--- config.mk ---
export PLATFORM = sky130hd
export DESIGN_NAME = sliced_logic_unit
export DESIGN_NICKNAME = d
export VERILOG_FILES = /design/src/rtl/sliced_logic_unit_pkg.sv /design/src/rtl/slice_logic.sv /design/src/rtl/sliced_logic_unit.sv
export SDC_FILE = /design/constraint.sdc
export NUM_CORES = 1
export LEC_CHECK = 0
export CORE_ASPECT_RATIO = 0.75
export CORE_MARGIN = 10
export CORE_UTILIZATION = 54
export DETAILED_ROUTE_END_ITERATION = 6
export PLACE_DENSITY = 0.77
export SLEW_MARGIN = 20
export SYNTH_ARGS = -nofsm -noshare
export SYNTH_HDL_FRONTEND = slang
export SYNTH_SLANG_ARGS = --single-unit
--- constraint.sdc ---
create_clock -name clk -period 4.15 [get_ports clk]
set_clock_uncertainty 0.15 [all_clocks]
set_input_delay 0.415 -clock clk [delete_from_list [all_inputs] [get_ports clk]]
set_output_delay 0.415 -clock clk [all_outputs]
set_load 0.02 [all_outputs]
--- src/rtl/sliced_logic_unit_pkg.sv ---
// rtl/sliced_logic_unit_pkg.sv - shared op and FSM encodings for the multi-cycle ALU slice units
package sliced_logic_unit_pkg;

    typedef enum logic [1:0] {
        OP_AND = 2'b00,
        OP_OR  = 2'b01,
        OP_XOR = 2'b10,
        OP_NOR = 2'b11
    } op_e;

    typedef enum logic {
        S_IDLE = 1'b0,
        S_RUN  = 1'b1
    } state_e;

    // A single-slice configuration still needs a 1-bit counter.
    function automatic int slice_cnt_width(input int n);
        return (n > 1) ? $clog2(n) : 1;
    endfunction

endpackage

--- src/rtl/slice_logic.sv ---
// rtl/slice_logic.sv - combinational SLICE-bit AND/OR/XOR/NOR
module slice_logic
    import sliced_logic_unit_pkg::*;
#(
    parameter int SLICE = 8
) (
    input  logic [SLICE-1:0] x,
    input  logic [SLICE-1:0] y,
    input  op_e              op,
    output logic [SLICE-1:0] z
);

    always_comb begin
        z = '0;
        unique case (op)
            OP_AND: z = x & y;
            OP_OR:  z = x | y;
            OP_XOR: z = x ^ y;
            OP_NOR: z = ~(x | y);
        endcase
    end

endmodule

--- src/rtl/sliced_logic_unit.sv ---
// rtl/sliced_logic_unit.sv - multi-cycle WIDTH-bit logic unit processing SLICE bits per clock
module sliced_logic_unit
    import sliced_logic_unit_pkg::*;
#(
    parameter int WIDTH = 32,
    parameter int SLICE = 8
) (
    input  logic             clk,
    input  logic             rst_n,
    input  logic             start,
    input  logic [1:0]       op,
    input  logic [WIDTH-1:0] a,
    input  logic [WIDTH-1:0] b,
    output logic             busy,
    output logic             done,
    output logic [WIDTH-1:0] result,
    output logic             zero
);

    localparam int N     = WIDTH / SLICE;
    localparam int CNT_W = slice_cnt_width(N);

    if ((WIDTH % SLICE) != 0) begin : g_bad_slice
        $error("sliced_logic_unit: WIDTH must be a multiple of SLICE");
    end

    state_e                    state;
    state_e                    state_nxt;
    logic                      accept;
    logic                      last;
    logic [CNT_W-1:0]          idx;
    logic [N-1:0][SLICE-1:0]   a_r;
    logic [N-1:0][SLICE-1:0]   b_r;
    logic [N-1:0][SLICE-1:0]   shadow;
    logic [N-1:0][SLICE-1:0]   acc_next;
    op_e                       op_r;
    logic [SLICE-1:0]          slice_z;

    assign last = (idx == CNT_W'(N - 1));
    assign busy = (state == S_RUN);

    slice_logic #(.SLICE(SLICE)) u_slice (
        .x  (a_r[idx]),
        .y  (b_r[idx]),
        .op (op_r),
        .z  (slice_z)
    );

    always_comb begin
        acc_next      = shadow;
        acc_next[idx] = slice_z;
    end

    always_comb begin
        state_nxt = state;
        accept    = 1'b0;
        unique case (state)
            S_IDLE: begin
                if (start) begin
                    accept    = 1'b1;
                    state_nxt = S_RUN;
                end
            end
            S_RUN: begin
                if (last) begin
                    state_nxt = S_IDLE;
                end
            end
        endcase
    end

    always_ff @(posedge clk or negedge rst_n) begin
        if (!rst_n) begin
            state <= S_IDLE;
        end else begin
            state <= state_nxt;
        end
    end

    // result/zero only move on the completing edge; they hold through start and RUN.
    always_ff @(posedge clk or negedge rst_n) begin
        if (!rst_n) begin
            idx    <= '0;
            a_r    <= '0;
            b_r    <= '0;
            op_r   <= OP_AND;
            shadow <= '0;
            result <= '0;
            zero   <= 1'b1;
            done   <= 1'b0;
        end else begin
            done <= 1'b0;
            if (accept) begin
                a_r  <= a;
                b_r  <= b;
                op_r <= op_e'(op);
                idx  <= '0;
            end else if (state == S_RUN) begin
                shadow <= acc_next;
                if (last) begin
                    idx    <= '0;
                    result <= acc_next;
                    zero   <= (acc_next == '0);
                    done   <= 1'b1;
                end else begin
                    idx <= idx + CNT_W'(1);
                end
            end
        end
    end

endmodule

# Yosys cells after proc, flatten, opt, wreduce, memory -nomap -nowiden
# Cells that the tools add are included.
dict set report word_totals {
  wordCells 55
  input_bits 69
  regBits 135
}
dict set report classes {
  n_reduce_logical 6
  eq_ne 4
  muxes 18
  bitwise_logic 6
  addsub 1
  magnitude_cmp 2
}
# cell count
set op_table {}
lappend op_table {{$bmux W8 S2} 2}
lappend op_table {{$bwmux W32} 1}
lappend op_table {{$logic_not A32 Y1} 1}
lappend op_table {{$pmux W8 S4} 1}
lappend op_table {{$mux W8} 3}
lappend op_table {{$demux W8 S2} 1}
lappend op_table {{$and A8 B8 Y8} 1}
lappend op_table {{$not A8 Y8} 1}
lappend op_table {{$or A8 B8 Y8} 1}
lappend op_table {{$xor A8 B8 Y8} 1}
lappend op_table {{$eq A2 B2 Y1 const B} 3}
lappend op_table {{$mux W1} 6}
lappend op_table {{$mux W2} 3}
lappend op_table {{$lt A2 B3 Y1 const B} 1}
lappend op_table {{$reduce_and A3 Y1} 1}
lappend op_table {{$add A2 B1 Y2 const B} 1}
lappend op_table {{$eq A2 B1 Y1 const B} 1}
lappend op_table {{$ge A2 B1 Y1 const B} 1}
lappend op_table {{$logic_not A2 Y1} 1}
lappend op_table {{$not A1 Y1} 2}
lappend op_table {{$pmux W1 S2} 1}
lappend op_table {{$reduce_and A2 Y1} 1}
lappend op_table {{$reduce_bool A2 Y1} 1}
lappend op_table {{$logic_and A1 B1 Y1} 1}

# Depth between registers and ports, before layout
dict set report logic_depth {
  word_depth 7
  ltp_mapped 11
  ltp_nobuf 9
}

# Hierarchy
# Synthesis repeated with hierarchy kept, for this count alone.
dict set report hier_totals {
  cells_unflattened 498
  area_unflattened_um2 6495.0
}
# module n_inst area_each_um2 cells_each
set modules_own_cells {}
lappend modules_own_cells {sliced_logic_unit 1 5968.2 439}
lappend modules_own_cells {slice_logic 1 526.8 59}

# Worst setup path before layout
# No wires, ideal clock.
dict set report synth_timing {
  path_kind {register to register}
  from {register idx[0]}
  to {register zero}
  required_ps 3939
  slack_ps 926
  path_buffers 2
  arrival_ps 3012
  synth_period_minus_slack_ps 3224
  setup_ps 61
  stages_incl_launch_ff 12
  cell_sequence {dfrtp_1 buf_2 buf_2 mux4_2 inv_1 ha_1 mux2_4 nand3_1 o21ai_0 or4b_1 nor4_1 a31o_1}
}
dict set report synth_via {
  elab_chain_len 7
  word_cells_on_any_way 18
  classes_between {order compare (2); eq/ne (1); mux (8); bitwise (4); reduce/logical (3)}
}
# item line
set synth_rtl {}
lappend synth_rtl {{start: declaration} sliced_logic_unit.sv:31} ;# logic [CNT_W-1:0] idx;
lappend synth_rtl {{start signal: assignment} sliced_logic_unit.sv:106} ;# idx <= idx + CNT_W'(1);
lappend synth_rtl {{$bmux W8 S2, on equally long branches} {sliced_logic_unit.sv:43, sliced_logic_unit.sv:44}}
lappend synth_rtl {{$mux W8, on equally long branches} {sliced_logic_unit.sv:43, sliced_logic_unit.sv:44}}
lappend synth_rtl {{$or A8 B8 Y8} {slice_logic.sv:17, slice_logic.sv:19}}
lappend synth_rtl {{$not A8 Y8} slice_logic.sv:19} ;# OP_NOR: z = ~(x | y);
lappend synth_rtl {{$pmux W8 S4} slice_logic.sv:15} ;# unique case (op)
lappend synth_rtl {{$bwmux W32} sliced_logic_unit.sv:51} ;# acc_next[idx] = slice_z;
lappend synth_rtl {{$logic_not A32 Y1} sliced_logic_unit.sv:103} ;# zero <= (acc_next == '0);
lappend synth_rtl {{end signal: assignment} sliced_logic_unit.sv:103}
lappend synth_rtl {{end: declaration} sliced_logic_unit.sv:17} ;# output logic zero
# Parallel ways exist; a longest one is shown, timed or not. The select of a mux whose other input is x is not followed.
# A chain may end at the register's enable or synchronous reset.

# Worst setup path after layout
# Same ends and word-level chain as after synthesis.

==> results.yml <==
synthesis:
  ys.warnings.count: 0
  avgSynthCellArea_um2: 11.5
  synth-edff-count: 0
  synth_cells: 565
  ys_ff_latch: 135
  yosys.cell_count.top_type: "dfrtp_1"
  yosysUniqueCellTypes: 50
  ys_top_cells_by_area: "dfrtp_1 52%, mux2_2 12%, mux4_2 5.6%"
  synth_top_area_cell: "dfrtp_1"
  synth_top_area_share_pct: 51.7
  ys_async_sr_fraction_pct: 100
  ys_seq_area_share_pct: 52.1
  ys.flop_type: "dfrtp_1"
  syn_nets: 654
  synth_area_um2: 6480
  synthTopCellsByCount: "134 x dfrtp_1, 73 x nand2_1, 67 x mux2_2"
clocking:
  cts_setup_buffers: 0
  clockRootBuffer: "clkbuf_16"
  cts_buffers: 17
  insertion_delay_ns: 0.42
  htree_num_levels: 4
  cts_buffer_depth: 2
  cts_tree: "done"
  holdBufCountCts: 1
  post_cts_resized: 0
  cts_num_sinks: 135
  clk_pin_slew_ns: 0.06
placement:
  gp_congestion: 0.897
  hpwlAfterDp_um: 11500
  dpl_cell_area_um2: 7620
  pre_cts_slack_ns: 0.734
  io_buffers: 103
  dpl.cell_count: 798
critical_path:
  cp.buffers_inverters: 2
  cp-end-kind: "register"
  criticalPathCategory: "register to register"
  startpoint_type: "register"
  arrival_ns: 3.63
  critical_path.max_stage_delay_ns: 0.63
  worst-r2r-setup-slack_ns: 0.72
  cpLargestDelayFamily: "multiplexers"
  cp_cell_sequence: "buf_12 -> mux4_2 -> inv_1 -> ha_1 -> mux2_4 -> mux2i_2 -> a41oi_1 -> a2111oi_2 -> a31o_1"
  critPathMaxFanout: 14
  cp.required_ns: 4.36
  slowest_stage: "dfrtp_1"
floorplanning:
  fp-row-count: 34
  fp.dieH_um: 115
  start_util_pct: 55.6
  fp.dieW_um: 147
  ioPinCount: 104
  dieArea_um2: 16800
  core_um2: 11700
power_and_ir_drop:
  p_total_mw: 7.94
  irDropWorstVdd_v: 0.000440
  p_leak_nw: 3.63
  powerDensity_nw_per_um2: 959
routing:
  drt_pre_antenna_iters: 5
  detail_route.wl_per_cell_um: 19.3
  drc: 0
  ant_nets: 0
  dr.first_iter.drc_count: 447
  wl_um: 16000
  vias: 4756
  vias_per_cell: 5.72
final_layout:
  drive_gt1_share_pct: 19.4
  n_antenna_cell: 0
  fin_cells: 831
  syn_to_final_growth_pct: 27.7
  fin_nets: 745
  post-route-util_pct: 71.0
  stdcell_area_um2: 8280
sta:
  fin_crit_ns: 3.43
  tns_ns: 0
  worstMarginPinSlew_ns: 1.02
  fmax_mhz: 292
  holdWs_ns: 0.326
  rsz0062_at_grt: "false"
  hold_violations: 0
  maxSlewHeadroom_pct: 32.3
  timing.final.crit_share_pct: 82.5
  final-setup-viol-count: 0
  setup_ws_ns: 0.725
  maxSlewViolCount: 0
flow_run:
  maxCapViolations: 0
grt:
  grt_usage_pct: 19.7
  grt_max_degree: 83
  antenna_found_initial: 0
  overflow: 0
  first_global_vias: 5123
  grt_pass1_wl_um: 26700
run_status:
  status: "completed"
worst_hold_path:
  hold_class: "register to register"
==> path summary, 6_finish.rpt <==
check / from / to / cells after the start
min in group asynchronous: rst_n / b_r[10] / 2
max in group asynchronous: rst_n / zero / 3
setup / recovery: idx[0] / zero / 9
hold reg to reg: result[4] / result[4] / 1
setup reg to reg: idx[0] / zero / 9
hold / removal: result[4] / result[4] / 1
==> power breakdown <==
group          switching [mW]  internal (mW)
combinational            2.10           1.68
sequential              0.534           1.97
clock                   0.588           1.07
total                    3.22           4.72
==> worst reg2reg max path, cell delays in order, from the launching register on <==
cell	delay [ns]
dfrtp_1	0.63
buf_12	0.23
mux4_2	0.53
inv_1	0.07
ha_1	0.23
mux2_4	0.29
mux2i_2	0.43
a41oi_1	0.21
a2111oi_2	0.40
a31o_1	0.19
==> per-layer routing <==
metal	routed length (um)	vias up	global-route usage (%)
met3	1330	33	6.91
met2	7270	195	30.4
met1	7180	2343	25.5
met5	0	-	0
met4	259	0	6.59
li1	-	2185	-
==> flip-flops by register name (all words and copies together), names as in the netlist <==
signal  flops
a_r        32
idx         2
zero        1
result     32
op_r        2
b_r        32
shadow     32
busy        1
done        1
==> logic make-up after synthesis <==
kind of cell	after synthesis	synth area share (%)
DFF	135	52.1
muxes	94	19.0
and+or+nand+nor	137	9.32
adders and majority gates	20	3.86
buffers and inverters	60	3.94
AOI/OAI and AO/OA	119	11.7
==> final cells by class <==
cell class | instances | area, um2
inverter | 23 | 86.3
fill | 857 | 3380
tap | 162 | 203
timing repair buffer | 109 | 1100
clock buffer | 18 | 429
multi-input combinational | 370 | 2860
clock inverter | 14 | 223
sequential | 135 | 3380
==> layout by cell type (no fill, tap or decap), types with 2 or more instances in the layout <==
master           count
a211o_1              3
a211oi_1            15
a21o_1              13
a21oi_1              8
a31oi_1              6
a41oi_1              2
and2_1               4
buf_12               2
buf_4                4
bufinv_16            5
clkbuf_16           17
clkdlybuf4s50_1    102
clkinv_4             4
clkinvlp_4           2
dfrtp_1            134
ha_1                20
inv_1               23
inv_6                2
mux2_2              67
mux2i_1              9
mux4_2              16
nand2_1             72
nand2b_1             5
nand3_1              3
nor2_1              29
nor2b_1              3
nor2b_4              2
nor3_1               9
nor4_1               3
o21ai_0             57
or4_1                2
No activity file was read; power rests on OpenSTA's default activity.
